### src/rtl/conv1d_stream.sv
// Streaming multi-channel 1-D convolution with a K-deep sliding sample window.
// Computes one output channel per cycle, then presents the packed result vector
// through a valid/ready handshake. Weights are writable at runtime while idle.
// Optional build macro: CONV1D_SAT_EN clamps each output lane to the signed
// DATA_WIDTH range instead of wrapping.
module conv1d_stream #(
    parameter int unsigned IN_CH      = 2,
    parameter int unsigned OUT_CH     = 2,
    parameter int unsigned K          = 3,
    parameter int unsigned DATA_WIDTH = 16,
    parameter int unsigned SHIFT      = 4,
    localparam int unsigned WN        = OUT_CH * K * IN_CH,
    localparam int unsigned AW        = (WN > 1) ? $clog2(WN) : 1
) (
    input  logic                         clk,
    input  logic                         rst,
    input  logic                         in_valid,
    output logic                         in_ready,
    input  logic [IN_CH*DATA_WIDTH-1:0]  din,
    output logic                         out_valid,
    input  logic                         out_ready,
    output logic [OUT_CH*DATA_WIDTH-1:0] dout,
    input  logic                         w_we,
    input  logic [AW-1:0]                w_addr,
    input  logic [DATA_WIDTH-1:0]        w_data,
    output logic                         busy
);

    localparam int unsigned ACC_W = 2 * DATA_WIDTH + $clog2(IN_CH * K);
    localparam int unsigned CW    = $clog2(K + 1);
    localparam int unsigned OCW   = (OUT_CH > 1) ? $clog2(OUT_CH) : 1;

    typedef enum logic [1:0] {StIdle, StCompute, StOut} state_e;

    state_e                       state_q, state_d;
    logic [OCW-1:0]               oc_q, oc_d;
    logic [CW-1:0]                count_q, count_d;
    logic signed [DATA_WIDTH-1:0] hist_q [K][IN_CH];
    logic signed [DATA_WIDTH-1:0] w_q [WN];
    logic [OUT_CH*DATA_WIDTH-1:0] dout_q;

    logic                         accept;
    logic                         w_write;
    logic [AW-1:0]                widx;
    logic signed [ACC_W-1:0]      acc;
    logic signed [DATA_WIDTH-1:0] lane;

    assign accept  = in_valid && (state_q == StIdle);
    // Out-of-range addresses and writes while busy are silently dropped.
    assign w_write = w_we && (state_q == StIdle) && (32'(w_addr) < WN);

    // Sample count including the sample being accepted, saturating at K.
    always_comb begin
        count_d = count_q;
        if (accept && (count_q < CW'(K))) begin
            count_d = count_q + 1'b1;
        end
    end

    // Next-state logic: warm-up stays idle until the window is full.
    always_comb begin
        state_d = state_q;
        oc_d    = oc_q;
        unique case (state_q)
            StIdle: begin
                if (accept && (count_d == CW'(K))) begin
                    state_d = StCompute;
                    oc_d    = '0;
                end
            end
            StCompute: begin
                if (oc_q == OCW'(OUT_CH - 1)) begin
                    state_d = StOut;
                end else begin
                    oc_d = oc_q + 1'b1;
                end
            end
            StOut: begin
                if (out_ready) begin
                    state_d = StIdle;
                end
            end
            default: state_d = StIdle;
        endcase
    end

    // Full-precision dot product of the window with the weights of channel oc_q.
    always_comb begin
        acc  = '0;
        widx = '0;
        for (int k = 0; k < int'(K); k++) begin
            for (int ic = 0; ic < int'(IN_CH); ic++) begin
                widx = AW'(int'(oc_q) * int'(K * IN_CH) + k * int'(IN_CH) + ic);
                acc  = acc + ACC_W'(w_q[widx]) * ACC_W'(hist_q[k][ic]);
            end
        end
    end

`ifdef CONV1D_SAT_EN
    localparam logic signed [ACC_W-1:0] SatMax = ACC_W'(2 ** (DATA_WIDTH - 1) - 1);
    localparam logic signed [ACC_W-1:0] SatMin = ACC_W'(-(2 ** (DATA_WIDTH - 1)));

    logic signed [ACC_W-1:0] res;

    // Rescale with floor shift, then clamp into the output range.
    always_comb begin
        res = acc >>> SHIFT;
        if (res > SatMax) begin
            lane = {1'b0, {(DATA_WIDTH - 1){1'b1}}};
        end else if (res < SatMin) begin
            lane = {1'b1, {(DATA_WIDTH - 1){1'b0}}};
        end else begin
            lane = DATA_WIDTH'(res);
        end
    end
`else
    // Rescale with floor shift and keep the low bits (two's-complement wrap).
    always_comb begin
        lane = DATA_WIDTH'(acc >>> SHIFT);
    end
`endif

    // Control state registers.
    always_ff @(posedge clk) begin
        if (rst) begin
            state_q <= StIdle;
            oc_q    <= '0;
            count_q <= '0;
        end else begin
            state_q <= state_d;
            oc_q    <= oc_d;
            count_q <= count_d;
        end
    end

    // Sample history: index 0 holds the newest sample.
    always_ff @(posedge clk) begin
        if (rst) begin
            for (int k = 0; k < int'(K); k++) begin
                for (int ic = 0; ic < int'(IN_CH); ic++) begin
                    hist_q[k][ic] <= '0;
                end
            end
        end else if (accept) begin
            for (int ic = 0; ic < int'(IN_CH); ic++) begin
                hist_q[0][ic] <= din[ic*DATA_WIDTH +: DATA_WIDTH];
            end
            for (int k = 1; k < int'(K); k++) begin
                for (int ic = 0; ic < int'(IN_CH); ic++) begin
                    hist_q[k][ic] <= hist_q[k-1][ic];
                end
            end
        end
    end

    // Weight file.
    always_ff @(posedge clk) begin
        if (rst) begin
            for (int i = 0; i < int'(WN); i++) begin
                w_q[i] <= '0;
            end
        end else if (w_write) begin
            w_q[w_addr] <= w_data;
        end
    end

    // Result register: one lane filled per compute cycle, held through OUT.
    always_ff @(posedge clk) begin
        if (rst) begin
            dout_q <= '0;
        end else if (state_q == StCompute) begin
            dout_q[oc_q*DATA_WIDTH +: DATA_WIDTH] <= lane;
        end
    end

    assign in_ready  = (state_q == StIdle);
    assign busy      = !in_ready;
    assign out_valid = (state_q == StOut);
    assign dout      = dout_q;

endmodule

### config.mk
export PLATFORM = sky130hd
export DESIGN_NAME = conv1d_stream
export DESIGN_NICKNAME = d
export VERILOG_FILES = /design/src/rtl/conv1d_stream.sv
export SDC_FILE = /design/constraint.sdc
export NUM_CORES = 2
export LEC_CHECK = 0
export ABC_AREA = 1
export BUFFER_PORTS_ARGS = -buffer_cell sky130_fd_sc_hd__buf_2
export CAP_MARGIN = 20
export CELL_PAD_IN_SITES_DETAIL_PLACEMENT = 0
export CELL_PAD_IN_SITES_GLOBAL_PLACEMENT = 1
export CORE_ASPECT_RATIO = 0.5
export CORE_UTILIZATION = 50
export DETAILED_ROUTE_END_ITERATION = 10
export PLACE_DENSITY_LB_ADDON = 0.1
export SKIP_CTS_REPAIR_TIMING = 1
export SLEW_MARGIN = 20
export SYNTH_ARGS = -nofsm -noshare
export SYNTH_HDL_FRONTEND = slang
export SYNTH_SLANG_ARGS = --single-unit
### constraint.sdc
create_clock -name clk -period 27.6 [get_ports clk]
set_input_delay 5.52 -clock clk [delete_from_list [all_inputs] [get_ports clk]]
set_output_delay 5.52 -clock clk [all_outputs]
set_load 0.005 [all_outputs]
# --- Yosys cells after proc, flatten, opt, wreduce, memory -nomap -nowiden ---
# Memories as Yosys holds them, arrays and structs flattened.
# Index checks and enable logic that the tools add are counted.
classes:
  add_sub_neg: 13
  mul: 7
  n_div: 0
  order_cmp: 2
  eq_ne: 6
  n_shift: 2
  mux: 26
  n_bitwise: 6
  n_reduce_logical: 11
op_table:
  columns: ["op", "n"]
  rows:
  - ["multiplier 16 x 16 -> 20 bit", 6]
  - ["2-to-1 mux 16 bit", 7]
  - ["adder 20 bit", 5]
  - ["negation 5 -> 34 bit", 1]
  - ["variable shift 16 x 34 -> 32 bit (first input constant)", 1]
  - ["variable part select 16 x 34 -> 32 bit", 1]
  - ["bitwise mux 32 bit", 1]
  - ["OR reduction 16 bit", 1]
  - ["adder 4 x 2 -> 4 bit (second input constant)", 3]
  - ["2-to-1 mux 1 bit", 11]
  - ["2-to-1 mux 2 bit", 4]
  - ["bitwise OR 1 bit", 6]
  - ["case mux 2 bit (3 select lines)", 1]
  - ["logical AND 1 bit", 5]
  - ["adder 4 x 1 -> 4 bit (second input constant)", 1]
  - ["adder 4 x 3 -> 4 bit (second input constant)", 1]
  - ["== test 2 bit (second input constant)", 2]
  - ["< comparator 4 bit (second input constant)", 1]
  - ["2-to-1 mux 4 bit", 1]
  - ["!= test 2 x 1 -> 1 bit (second input constant)", 2]
  - ["multiplier 1 x 2 -> 3 bit (second input constant)", 1]
  - ["AND reduction 3 bit", 1]
  - ["adder 2 x 1 -> 2 bit (second input constant)", 1]
  - ["== test 2 x 1 -> 1 bit (second input constant)", 1]
  - ["other kinds (8)", 8]
word_totals:
  register_bits: 37
  latchBits: 0
  mem_bits_rw: 288
  rom_bits: 0
  input_bits: 57
  out_inout_bits: 35
  wordCells: 79
  memories: 2
mem_list:
  columns: ["name", "words", "word_bits", "rd", "rd_ports_with_merged_regs", "write_ports", "line_no", "source"]
  rows:
  - ["w_q", 12, 16, 6, 0, 12, "39", "logic signed [DATA_WIDTH-1:0] w_q [WN];"]
  - ["hist_q", 3, 32, 3, 0, 3, "38", "logic signed [DATA_WIDTH-1:0] hist_q [K][IN_CH];"]

# --- Logic depth before layout (Yosys ltp) ---
# An unclocked memory read counts as a cell.
depth:
  depth_word: 11
  ltp_mapped: 52
  depth_no_buf: 49

# --- Least setup slack after synthesis ---
# No wires, ideal clock.
synth_timing:
  path_type: "register -> register"
  startpoint: "register oc_q"
  endpoint: "register dout_q[11] (netlist: dout[11])"
  arrival_time_ns: 8.786
  required_time_ns: 27.472
  slack_ns: 18.686
  stages_incl_launch_ff: 35
  path_buffers: 3
  period_less_slack_ns: 8.914
  path_cell_list: "dfxtp_1 inv_2 buf_4 buf_2 clkbuf_1 or2_2 o21ai_1 inv_1 nand2_1 fa_1 fa_1 inv_1 fa_1 fa_1 fa_1 inv_1 fa_1 fa_1 inv_1 fa_1 fa_1 fa_1 inv_1 fa_1 inv_1 ha_1 nand2_1 o311ai_0 a21oi_1 o21bai_1 a21oi_1 nor2_1 nor2_1 xor2_1 a21oi_1"
synth_between:
  elab_chain_len: 11
  word_cells_on_any_way: 22
synth_lines:
  columns: ["item", "line_no", "source"]
  rows:
  - ["from (decl)", "36", "logic [OCW-1:0] oc_q, oc_d;"]
  - ["from (signal assigned)", "127", "oc_q <= '0;"]
  - ["from (signal assigned)", "131", "oc_q <= oc_d;"]
  - ["multiplier 1 x 2 -> 3 bit", "93", "widx = AW'(int'(oc_q) * int'(K * IN_CH) + k * int'(IN_CH) + ic);"]
  - ["adder 4 x 2 -> 4 bit", "93", null]
  - ["memory (12 x 16 bit)", null, null]
  - ["multiplier 16 x 16 -> 20 bit", "94", "acc = acc + ACC_W'(w_q[widx]) * ACC_W'(hist_q[k][ic]);"]
  - ["adder 20 bit (5 in a row)", "94", null]
  - ["variable part select 16 x 34 -> 32 bit", "172", "dout_q[oc_q*DATA_WIDTH +: DATA_WIDTH] <= lane;"]
  - ["bitwise mux 32 bit (*)", "172", null]
  - ["to (signal, indexed assignment)", "172", null]
  - ["to (decl)", "40", "logic [OUT_CH*DATA_WIDTH-1:0] dout_q;"]
# Mark *: on every way between the ends. The rest lies on a longest branch, timed or not.
# A chain may end at the register's enable or synchronous reset.

# --- Final worst setup path ---
layout_timing:
  startpoint: "register oc_q"
  endpoint: "register dout_q[27] (netlist: dout[27])"
# The elaborated chain is that of the path after synthesis.

==> key figures <==
Floorplan
  – Die Ht: approximately 220 um
  – Die area: 99,400 sq um
  – Core ar.: about 96,000 sq um
  – Row cnt: 80
  – Starting Density: 51.0%
  – # IOs: between 90 and 100
  – Die Span X: roughly 440 um

Critical path
  – Critical path endpoint category: flip-flop
  – Crit path max-delay cell type: buf_4
  – Crit Path Max Fanout: 63
  – Kind of critical path: flip-flop to flip-flop
  – Crit path DAT: about 11,000 ps
  – CP max stage delay: roughly 740 ps
  – Flop2flop setup slack: ~17,000 ps
  – WP buf/inv: 7
  – Top cell by count, worst path: fa_1
  – CP top delay family: adder cells
  – CP required: about 28,000 ps
  – Startpoint types: flip-flop
  – FF-to-FF path depth: 31
  – Worst flop-to-flop path endpoint: dout[27]
  – FF-to-FF Start: oc_q

Clocking
  – CTS H-tree depth: 2
  – Clk buf depth: 3
  – TritonCTS clock tree: done
  – Total CTS buffers: 37
  – Root Driver: clkbuf_16
  – Clock insertion delay at the later pin of the skew report: between 600 and 700 ps
  – Clk sinks: between 300 and 400
  – Clock Pin Slew Worst Setup and Hold Paths: approximately 70 ps

Logic synthesis
  – Area contributors post-synth: fa_1, edfxtp_1, inv_1, nand2_1, ha_1
  – Async SR Flop Fraction: 0%
  – Syn_nets: slightly below 7,000
  – Synth Cell Area: between 40,000 and 50,000 sq um
  – Yosys reg bits: approximately 330
  – Mapped Avg Cell Area: slightly below 9 sq um
  – Most frequent cells after synthesis: inv_1, nand2_1, fa_1
  – YS warnings: 0
  – Seq/Total Area, Yosys: 19.2%
  – Post-Syn Instances: 5,620
  – Yosys cell types: 40
  – Post-synth EDFFs: 288
  – Most common cell in the netlist: inv_1
  – Area leader, netlist: fa_1
  – Prevailing post-synth register cell: edfxtp_1
  – Synth top area share: between 30% and 40%

STA
  – Max-slew headroom: 22.6%
  – Setup TNS: 0 ps
  – Min cycle time layout: ~11,000 ps
  – Final hold vios: 0
  – Worst slew pin tran: 1150 ps
  – Top achievable clock speed: 93.7 MHz
  – Setup Viol. Count Final: 0
  – Tcrit/Tclk final: 38.7%
  – Final hold slack: roughly 470 ps
  – Unrepaired setup endpoints after global routing: no
  – Worst-case clock skew: between 30 and 40 ps
  – Max Slew Vio Count: 0

Hold path
  – Hold path start: dout[1]
  – Min-Delay Endpoint: dout[1]
  – HP Class: flip-flop to flip-flop
  – Hold Path Cell Cnt: 2

Placed design
  – DP HPWL: 138,000 um
  – Placed cell area: between 50,000 and 60,000 sq um
  – Port Buffers: just over 90
  – Placer Congestion: slightly below 1

Global routing
  – Vias in the first global route: between 30,000 and 40,000
  – Initial antenna violation count: 8
  – GRT overflow: 0
  – Largest net degree at the start of global routing: 65
  – First-pass GRT wire length: roughly 240,000 um
  – Gr usage total: approximately a third

Final layout
  – Final nets: between 6,000 and 7,000
  – Fin area: 52,000 sq um
  – Layout cells sized above 1: 4.85%
  – P&R area growth vs syn: 6.02%

Routing
  – Avg WL per Cell: 23.1 um
  – Final Routed Wirelength: between 150,000 and 200,000 um
  – Via count: approximately 37,000
  – Antenna Nets Post-Route: 0
  – Remaining DRCs: 0
  – DR pass1 iterations: 8
  – Vias/cell: between 5 and 6
  – DR iter-0 viols: slightly above 3,000

Run status
  – Status: completed

Run
  – Max Cap Viol: 0
[metal layers]
metal | share of wire [%] | GRT usage, % | vias up
li1 | - | - | 16200
met1 | 45 | 49.6 | 18800
met2 | 42 | 48.8 | 1447
met3 | 11 | 8.86 | 219
met4 | 2.7 | 8.16 | 4
met5 | 0.015 | 0 | -
[flip-flops by register name, indices dropped and copies added (netlist names)]
signal / flops
w_q: 192
hist_q: 96
state_q: 2
oc_q: 1
dout: 32
count_q: 2
[worst min-delay path: stages, from the launching register on]
cell and delay (ps):
dfxtp_1 310, nand2_1 60, a21oi_1 50
[logic make-up after synthesis]
| logic type | share of synthesized area, % |
|---|---|
| muxes | 0.0204 |
| and+or+nand+nor | 17.2 |
| adders and majority gates | 47.7 |
| DFF | 19.2 |
| xor gates and xnor gates | 1.18 |
| AOI/OAI and AO/OA | 1.72 |
| buffers and inverters | 13.0 |
[cell usage in the layout (no fill, tap or decap), drive strengths merged]
| cell | instances |
|---|---|
| nand4 | 6 |
| clkinvlp | 2 |
| clkinv | 33 |
| or2 | 47 |
| nand3b | 17 |
| xor2 | 39 |
| o311ai | 1 |
| o21bai | 10 |
| a21o | 1 |
| edfxtp | 288 |
| o21a | 3 |
| xnor2 | 27 |
| a21oi | 36 |
| o2111ai | 2 |
| o211ai | 5 |
| diode | 2 |
| buf | 128 |
| clkbuf | 47 |
| mux2i | 1 |
| nand2 | 1069 |
| o31ai | 1 |
| and2 | 1 |
| nand3 | 119 |
| dfxtp | 37 |
| fa | 978 |
| nor2 | 879 |
| o21ai | 81 |
| nor3 | 6 |
| inv | 1496 |
| bufinv | 2 |
| ha | 305 |
[worst max path at each step]
stage,from,end,slack (ps),depth (start not counted)
finish,oc_q,dout[27],16930,31
global route,oc_q,dout[11],16420,31
CTS,oc_q,dout[31],16920,33
detailed placement,oc_q,dout[31],16970,33
global placement,oc_q,dout[31],16780,46
floorplan,oc_q,dout[11],18690,34
[metrics by stage]
step | util (%) | std cells | worst slack, ps
2_1_floorplan | - | 5620 | 18690
3_3_place_gp | 52.7 | 6911 | 16780
3_5_place_dp | 52.7 | 6911 | 16970
4_1_cts | 54.0 | 6978 | 16920
5_1_grt | 54.0 | 6979 | 16420
6_report | 54.0 | 6981 | 16930
[area by class of cell]
type	instances	area, sq um
clock buffers	47	1020
flip-flops and latches	325	9390
inverters	1513	5680
well taps	1312	1640
fillers	9060	44200
clock inverters	20	196
diodes	2	5.00
multi-input cells	3634	33300
repair buffers	128	733
Power is not shown: default switching activity piles up to over one toggle a cycle in this logic, so the estimate is an artifact.
